**src/rtl/mult_ctrl.sv**
```systemverilog
// -----------------------------------------------------------------------------
// mult_ctrl
//   Control unit for a shift-add multiplier. Sequences the ACC register
//   through one multiply: a parallel load, then for each multiplier bit an
//   optional add followed by a mandatory right shift. After N iterations it
//   raises done and waits for start to drop before going idle again.
//
//   Parameters
//     N    operand width in bits = number of add/shift iterations
//     CW   iteration counter width (2**CW must be >= N)
//
//   Ports
//     clk    in   rising-edge system clock
//     rst_n  in   asynchronous active-low reset
//     start  in   multiply request (level), honoured in IDLE and DONE
//     m      in   current multiplier LSB from ACC, looked at in CHECK only
//     load   out  ACC parallel-load strobe
//     sh     out  ACC right-shift strobe
//     ad     out  ACC add strobe
//     busy   out  high in every state except IDLE and DONE
//     done   out  multiply complete, held until start is low
//     cnt    out  number of bits already processed (0..N-1)
//
//   All outputs are registers loaded from the next-state decode, so they
//   are pure functions of the current state and never see start or m
//   combinationally.
// -----------------------------------------------------------------------------
module mult_ctrl #(
    parameter int N  = 8,
    parameter int CW = 3
) (
    input  logic          clk,
    input  logic          rst_n,
    input  logic          start,
    input  logic          m,
    output logic          load,
    output logic          sh,
    output logic          ad,
    output logic          busy,
    output logic          done,
    output logic [CW-1:0] cnt
);

    typedef enum logic [2:0] {
        S_IDLE  = 3'd0,
        S_LOAD  = 3'd1,
        S_CHECK = 3'd2,
        S_ADD   = 3'd3,
        S_SHIFT = 3'd4,
        S_DONE  = 3'd5
    } state_t;

    localparam logic [CW-1:0] CNT_ZERO = {CW{1'b0}};
    localparam logic [CW-1:0] CNT_ONE  = CW'(1);
    localparam logic [CW-1:0] CNT_LAST = CW'(N - 1);

    state_t        state_r;
    state_t        state_nxt_s;
    logic [CW-1:0] cnt_r;
    logic [CW-1:0] cnt_nxt_s;

    // Output pattern {load, sh, ad, busy, done} for a given state.
    // Exactly one strobe at most per state, so the strobes are never two-hot.
    function automatic logic [4:0] decode_outputs(input state_t s);
        logic [4:0] o;
        o = 5'b00000;
        case (s)
            S_IDLE:  o = 5'b00000;
            S_LOAD:  o = 5'b10010;
            S_CHECK: o = 5'b00010;
            S_ADD:   o = 5'b00110;
            S_SHIFT: o = 5'b01010;
            S_DONE:  o = 5'b00001;
            default: o = 5'b00000;
        endcase
        return o;
    endfunction

    // Next-state and next-count logic.
    always_comb begin
        state_nxt_s = state_r;
        cnt_nxt_s   = cnt_r;
        case (state_r)
            S_IDLE: begin
                if (start) begin
                    state_nxt_s = S_LOAD;
                end else begin
                    state_nxt_s = S_IDLE;
                end
            end
            S_LOAD: begin
                cnt_nxt_s   = CNT_ZERO;
                state_nxt_s = S_CHECK;
            end
            S_CHECK: begin
                if (m) begin
                    state_nxt_s = S_ADD;
                end else begin
                    state_nxt_s = S_SHIFT;
                end
            end
            S_ADD: begin
                state_nxt_s = S_SHIFT;
            end
            S_SHIFT: begin
                // The last shift keeps cnt at N-1 so it never wraps, even
                // when the counter is wider than needed.
                if (cnt_r == CNT_LAST) begin
                    state_nxt_s = S_DONE;
                end else begin
                    cnt_nxt_s   = cnt_r + CNT_ONE;
                    state_nxt_s = S_CHECK;
                end
            end
            S_DONE: begin
                // A held start does not re-trigger; a fresh 0->1 is needed.
                if (start) begin
                    state_nxt_s = S_DONE;
                end else begin
                    state_nxt_s = S_IDLE;
                end
            end
            default: begin
                state_nxt_s = S_IDLE;
                cnt_nxt_s   = CNT_ZERO;
            end
        endcase
    end

    // State, counter and registered Moore outputs.
    always_ff @(posedge clk or negedge rst_n) begin
        if (!rst_n) begin
            state_r                    <= S_IDLE;
            cnt_r                      <= CNT_ZERO;
            {load, sh, ad, busy, done} <= 5'b00000;
        end else begin
            state_r                    <= state_nxt_s;
            cnt_r                      <= cnt_nxt_s;
            {load, sh, ad, busy, done} <= decode_outputs(state_nxt_s);
        end
    end

    assign cnt = cnt_r;

endmodule

```
**config.mk**
```make
export PLATFORM = sky130hd
export DESIGN_NAME = mult_ctrl
export DESIGN_NICKNAME = d
export VERILOG_FILES = /design/src/rtl/mult_ctrl.sv
export SDC_FILE = /design/constraint.sdc
export NUM_CORES = 1
export LEC_CHECK = 0
export CORE_AREA = 3 3 40 42
export DETAILED_ROUTE_END_ITERATION = 10
export DIE_AREA = 0 0 43 45
export PLACE_DENSITY = 0.75
export SETUP_SLACK_MARGIN = 0.3
export SLEW_MARGIN = 25
export SYNTH_ARGS = -nofsm -noshare
export SYNTH_HDL_FRONTEND = slang
export SYNTH_SLANG_ARGS = --single-unit
```
**constraint.sdc**
```tcl
create_clock -name clk -period 1.7 [get_ports clk]
set_clock_uncertainty 0.05 [all_clocks]
set_input_delay 0.34 -clock clk [delete_from_list [all_inputs] [get_ports clk]]
set_output_delay 0.34 -clock clk [all_outputs]
set_load 0.02 [all_outputs]
```
After elaboration in Yosys (flattened, before gate mapping)
Index checks and enable logic that the tools add are counted.
Widths: inputs -> output; s select.
- input bits: 4
- register bits: 11
- logic and storage cells: 32
- bitwise logic cells: 1
- reduce and logical (&&, ||, !) cells: 3
- equal/unequal tests: 12
- mux-type cells: 8
- $add $sub $neg: 1
- operators with widths (cell ; number):
    $pmux 5 s5 ; 1
    $pmux 3 s6 ; 1
    $eq 3x3->1 const B ; 5
    $eq 3x2->1 const B ; 4
    $mux 3 ; 4
    $eq 3x1->1 const B ; 2
    $pmux 3 s2 ; 1
    $reduce_or 4->1 ; 1
    $add 3x1->3 const B ; 1
    $logic_not 3->1 ; 1
    $ne 2x2->1 const B ; 1
    $reduce_and 2->1 ; 1
    $mux 1 ; 1
    $not 1->1 ; 1

Depth between registers and ports, before layout
Gate-level depths: netlist of the first run.
- word-level depth: 5
- gate-level depth with buffers: 5
- depth with buffers taken out: 5

Worst setup path before layout of the first run
Ideal clock, no wire load.
- path type: register to register
- from: register cnt_r[0], in the netlist cnt[0]
- to: register cnt_r[1], in the netlist cnt[1]
- clock period less this slack: 1.642 ns
- cell stages (with the launch flop): 6
- arrival time: 1.471 ns
- library setup time: 0.121 ns
- slack: 0.058 ns
- path through: dfrtp_1 ha_1 ha_1 nor2b_2 a221o_1 a22o_1
- longest elaborated chain between the ends: 3
- elaborated cells between the ends (all ways): 6
- those cells by class: 1 x add/sub; 2 x eq/ne; 2 x mux; 1 x reduce/logical
- ends and longest elaborated chain (element ; RTL line ; text):
    start: declaration ; 59 ; logic [CW-1:0] cnt_r;
    start signal: assignment ; 138 ; cnt_r <= cnt_nxt_s;
    $add 3x1->3 or $eq 3x3->1 (tied branches) ; 111, 108 ;
    $mux 3 or $ne 2x2->1 (tied branches) ; - ;
    $pmux 3 s2 or $reduce_and 2->1 (tied branches) ; - ;
Parallel ways exist; a longest one is shown, timed or not. The select of a mux whose other input is x is not followed.
A chain may end at the register's enable or synchronous reset.

Final worst setup path of the first run
- from: register cnt_r[1], in the netlist cnt[1]
- to: output cnt[1]
- RTL lines (element ; RTL line ; text):
    end: declaration ; 41 ; output logic [CW-1:0] cnt
No word-level cell between the ends.

==> results.cfg, run 1 <==
[status]
status = complete, no violations

[critical_path]
crit_chain = buf_4, clkdlybuf4s15_2
cp_slowest_cell = dfrtp_2
cp_data_required_time_ns = 1.31
start_kind = flop
criticalPathCategory = flop to output port
cp_num_buf_inv = 2
path_delay_family = flip-flops
crit_fanout = 2
cp_data_arrival_time_ns = 1.08
crit_path_end_kind = output port
max_stage_delay_ns = 0.43

[drt]
routed_wl_mm = 1.20
drtAntennaViolNets = 0
vias = 463
drtPass1Iterations = 2
wl_per_cell_um = 13.8
drc = 0
via_per_inst = 5.32
drt_iter0_markers = 2

[synth]
synth_warnings = 0
syn_nets = 62
synth_edf_count = 0
yosysUniqueCellTypes = 26
ys_top_cells_by_count = dfrtp_1 (11), a21oi_1 (5), nand2_1 (4), nand2b_1 (4)
synth.top_cell.area_share_pct = 47.9
postSynthCellCount = 56
synth-main-ff-cell = dfrtp_1
syn_area_per_cell_um2 = 10.3
seq_area_frac_synth_pct = 47.9
syn_area_um2 = 574
synth-seq-cells = 11
synth_area_leaders = dfrtp_1 (48%), a22o_1 (4.6%), a21oi_1 (4.4%)
async_flop_share_pct = 100
yosysTopAreaCell = dfrtp_1
yosysMostFrequentCell = dfrtp_1

[floorplan]
start_util_pct = 44.7
die-area_um2 = 1940
core-area_um2 = 1280
num_rows = 13
die_w_um = 43
ios = 12
die_y_um = 45

[min_path]
hp-class = primary input to asynchronous set/reset pin

[clock_network]
cts_max_level = 1
clkSinkCount = 11
worst_skew_pair.late_latency_ns = 0.26
cts-root-buf = clkbuf_4
cts.clk_slew.worst_paths_ns = 0.08
cts_tree = yes
cts_buffers = 3
clk_path_buf_depth = 2

[placement]
post-place-ws_ns = 0.227
dp_hpwl_um = 769
io_buffers = 11
gp_congestion = 0.736

[power]
irDropWorstVdd_uv = 825
power_density_nw_per_um2 = 1910
power_leakage_uw = 0.000353

[cells_and_area]
drive_gt1_share_pct = 26.4
post-route-util_pct = 61.6
diodes = 0
fillCellCount = 117
area_growth_pct = 37.9
fin_nets = 79

[global_routing]
grt_pass1_vias = 473
antenna_found_initial = 0
globalRoute.totalOverflow = 0
grt_pass1_wl_mm = 2.08
grt_max_degree = 18
track_usage_pct = 14.3

[sta]
relSlewSlack_pct = 63.8
timing_worst_slew_pin_value_ns = 0.543
setup_viol = 0
setup-tns-final_ns = 0
finalHoldViolCount = 0
finalCritPeriodShare_pct = 86.3
layout_setup_ws_ns = 0.234
max_freq_mhz = 682
rsz0062_at_grt = true
slew_viol_final = 0
fin_crit_ns = 1.47

[flow_run]
cap_violations = 0
state kept, by name (all words and copies together), names as in the netlist:
name     count
busy         1
ad           1
load         1
state_r      3
cnt          3
sh           1
done         1
per-stage QoR:
stage,total power (uW),cell area [um2],instances,hold slack [ns]
after floorplan,1040,602,56,-0.00559
after global placement,1250,716,79,0.512
after detailed placement,1270,716,79,0.523
after CTS,1470,773,86,0.365
after global routing,1660,792,87,0.373
final,1510,792,87,0.353
routing by layer:
metal | vias up | global-route usage (%) | share of wire (%)
li1 | 240 | - | -
met1 | 215 | 18.4 | 46
met2 | 6 | 23.1 | 49
met3 | 2 | 2.79 | 3.7
met4 | 0 | 7.23 | 0.75
met5 | - | 0 | 0
logic make-up (layout without fill, tap and decap cells):
kind of cell / after synthesis / in the layout / synth area share, %
compound gates: 19 / 19 / 23.3
simple gates: 18 / 18 / 18.1
flops: 11 / 11 / 47.9
buf+inv: 5 / 21 / 4.57
fa+ha+maj: 2 / 2 / 4.36
mux: 1 / 1 / 1.74
worst reg2reg max path, delay by kind of cell, from the launching register on:
| family | cells | cell delay [ns] |
|---|---|---|
| AOI/OAI and AO/OA | 2 | 0.22 |
| adders and majority gates | 2 | 0.34 |
| buffers and inverters | 1 | 0.13 |
| and+or+nand+nor | 1 | 0.16 |
| DFF | 1 | 0.43 |
layout by cell type, fill, tap and decap left out, types with 2 or more instances in the layout:
cell type / netlist / final
a21oi_1: 5 / 5
a221o_1: 2 / 2
a22o_1: 3 / 3
buf_4: 1 / 4
clkbuf_4: 0 / 3
clkdlybuf4s15_2: 0 / 2
clkdlybuf4s50_1: 0 / 3
dfrtp_1: 11 / 9
dfrtp_2: 0 / 2
dlygate4sd2_1: 0 / 5
ha_4: 0 / 2
nand2_1: 4 / 4
nand2b_1: 4 / 3
nor2b_1: 3 / 3
o22ai_1: 2 / 2
final cells by class:
| class | instances | area, um2 | share of cell area, % |
|---|---|---|---|
| clock inverters | 1 | 5.00 | 0.632 |
| flip-flops and latches | 11 | 278 | 35.1 |
| clock buffers | 3 | 22.5 | 2.84 |
| inverters | 1 | 3.75 | 0.474 |
| repair buffers | 16 | 151 | 19.1 |
| multi-input cells | 40 | 313 | 39.5 |
| well taps | 15 | 18.8 | 2.37 |
worst paths after layout:
check	from	endpoint	slack, ns	cells past startpoint
hold / removal	rst_n	cnt[0]$_DFFE_PN0P_	0.35	1
setup / recovery	cnt[1]$_DFFE_PN0P_	cnt[1]	0.23	2
min in group clk	state_r[2]$_DFF_PN0_	load$_DFF_PN0_	0.61	2
hold reg to reg	state_r[2]$_DFF_PN0_	load$_DFF_PN0_	0.61	2
max in group asynchronous	rst_n	cnt[1]$_DFFE_PN0P_	0.89	1
setup reg to reg	cnt[0]$_DFFE_PN0P_	state_r[2]$_DFF_PN0_	0.26	6
report_power, final:
group	internal [uW]	switching (uW)	total [uW]
registers	372	143	515
logic	427	388	815
clock network	86.9	93.7	181
total	886	625	1510
what timing repair did:
item / CTS / global route
setup buffers: 3 / 1
setup endpoints to repair: 10 / 8
pin swaps: 2 / 2
resized for setup: 12 / 5
hold buffers: 0 / 0
(Power assumes the default switching activity.)
==> run 2, diff against run 1 <==
--- a/config.mk
+++ b/config.mk
@@ -6,6 +6,7 @@
 export NUM_CORES = 1
 export LEC_CHECK = 0
 export CORE_AREA = 3 3 40 42
+export CTS_CLUSTER_DIAMETER = 50
 export DETAILED_ROUTE_END_ITERATION = 10
 export DIE_AREA = 0 0 43 45
 export PLACE_DENSITY = 0.75
==> results of run 2 <==
Final layout, timing and power as in run 1 (identical DEF).
==> run 3, diff against run 2 <==
--- a/config.mk
+++ b/config.mk
@@ -5,11 +5,12 @@
 export SDC_FILE = /design/constraint.sdc
 export NUM_CORES = 1
 export LEC_CHECK = 0
-export CORE_AREA = 3 3 40 42
+export CORE_AREA = 2 2 39 41
 export CTS_CLUSTER_DIAMETER = 50
 export DETAILED_ROUTE_END_ITERATION = 10
-export DIE_AREA = 0 0 43 45
+export DIE_AREA = 0 0 41 43
 export PLACE_DENSITY = 0.75
+export RECOVER_POWER = 25
 export SETUP_SLACK_MARGIN = 0.3
 export SLEW_MARGIN = 25
 export SYNTH_ARGS = -nofsm -noshare
==> results.cfg, run 3 (synthesis gave the netlist of run 1 again) <==
[power]
seq_power_share_pct = 35.8
p_sw_share_pct = 41.7
irDropWorstVdd_uv = 893
power_frac_comb_pct = 51.9
power.switching_uw = 603
power_leakage_uw = 0.000333
p_clk_share_pct = 12.3
power.total_uw = 1450
power_density_nw_per_um2 = 1930
p_int_uw = 843

[clock_network]
cts_max_level = 1
clk_path_buf_depth = 2
cts_buffers = 3
worst_skew_pair.late_latency_ns = 0.26
cts_tree = yes
cts.clk_slew.worst_paths_ns = 0.07
cts-root-buf = clkbuf_4
clkSinkCount = 11

[critical_path]
start_kind = flop
crit_path_end_kind = flop
criticalPathCategory = flop to flop
crit_fanout = 8
cp_data_arrival_time_ns = 1.58
cp_data_required_time_ns = 1.81

[drt]
via_per_inst = 5.50
routed_wl_mm = 1.17
vias = 473
drc = 0
wl_per_cell_um = 13.6
drtPass1Iterations = 4
drtAntennaViolNets = 0
drt_iter0_markers = 5

[cells_and_area]
diodes = 0
fillCellCount = 136
fin_nets = 77
final_cell_mix = dfrtp_1 (8), a21oi_1 (5), dlygate4sd2_1 (5)
drive_gt1_share_pct = 21.4
area_growth_pct = 30.7
fin_cells = 86
final_common_cell = dfrtp_1

[status]
status = complete, no violations

[sta]
setup_viol = 0
timing_worst_slew_pin_value_ns = 0.506
slew_viol_final = 0
finalCritPeriodShare_pct = 86.5
relSlewSlack_pct = 66.2
finalHoldViolCount = 0
setup-tns-final_ns = 0
fin_crit_ns = 1.47
max_freq_mhz = 680
rsz0062_at_grt = true

[placement]
io_buffers = 11
gp_congestion = 0.773
post-place-cells = 80
dp_hpwl_um = 776

[floorplan]
die_w_um = 41
start_util_pct = 41.5
ios = 12
die_y_um = 43
core-area_um2 = 1380
die-area_um2 = 1760
num_rows = 14

[global_routing]
antenna_found_initial = 0
globalRoute.totalOverflow = 0
grt_max_degree = 18
grt_pass1_wl_mm = 2.01
grt_pass1_vias = 435
track_usage_pct = 17.1

[min_path]
hp-class = primary input to asynchronous set/reset pin

[flow_run]
cap_violations = 0
## run 3: metrics by stage
stage          hold WS (ns)  instance area, um2  worst slack (ns)  util [%]
2_1_floorplan      -0.00559                 602             0.215         -
3_3_place_gp          0.517                 717             0.226      51.8
3_5_place_dp          0.529                 717             0.225      51.8
4_1_cts               0.376                 753             0.216      54.4
5_1_grt               0.458                 751             0.186      54.2
6_report              0.428                 751             0.229      54.2
## run 3: area by class of cell
type / count / area (um2) / share of cell area, %
multi-input combinational: 40 / 298 / 39.7
tap: 16 / 20.0 / 2.67
timing repair buffer: 14 / 124 / 16.5
clock buffer: 4 / 26.3 / 3.50
sequential: 11 / 279 / 37.2
inverter: 1 / 3.75 / 0.500
## run 3: path summary, 6_finish.rpt
| kind | startpoint | slack (ns) | endpoint | depth (start not counted) |
|---|---|---|---|---|
| hold / removal | rst_n | 0.43 | state_r[2]$_DFF_PN0_ | 1 |
| setup reg to reg | cnt[1]$_DFFE_PN0P_ | 0.23 | cnt[1]$_DFFE_PN0P_ | 4 |
| max in group asynchronous | rst_n | 0.80 | state_r[0]$_DFF_PN0_ | 1 |
| hold reg to reg | state_r[2]$_DFF_PN0_ | 0.59 | load$_DFF_PN0_ | 2 |
| setup / recovery | cnt[1]$_DFFE_PN0P_ | 0.23 | cnt[1]$_DFFE_PN0P_ | 4 |
| min in group clk | state_r[2]$_DFF_PN0_ | 0.59 | load$_DFF_PN0_ | 2 |
## run 3: worst max-delay path, stage by stage (launching register included)
cell     delay, ns
dfrtp_2       0.44
ha_4          0.17
ha_4          0.18
a221o_1       0.31
a22o_1        0.21
## run 3: power by group through the flow
stage          Combinational (uW)  Clock [uW]  Sequential [uW]
6_report                      750         178              518
5_1_grt                       836         195              536
4_1_cts                       753         182              512
3_5_place_dp                  738           0              531
3_3_place_gp                  727           0              526
2_1_floorplan                 486           0              550
## run 3: what timing repair did
action / in CTS / in global routing
endpoints found under the hold margin: 0 / 0
gates resized for setup: 12 / 4
buffers inserted: 2 / 0
endpoints found under the setup margin: 10 / 5
pin swaps: 1 / 0
hold buffers: 0 / 0
## run 3: layer usage
layer  part of all wire [%]  vias up  wire, um  global-route usage, %
met1                     45      228       533                   23.6
met3                    1.3        2        15                   1.57
li1                       -      237         -                      -
met5                      0        -         0                      0
met4                    1.6        0        19                   12.0
met2                     51        6       603                   24.1
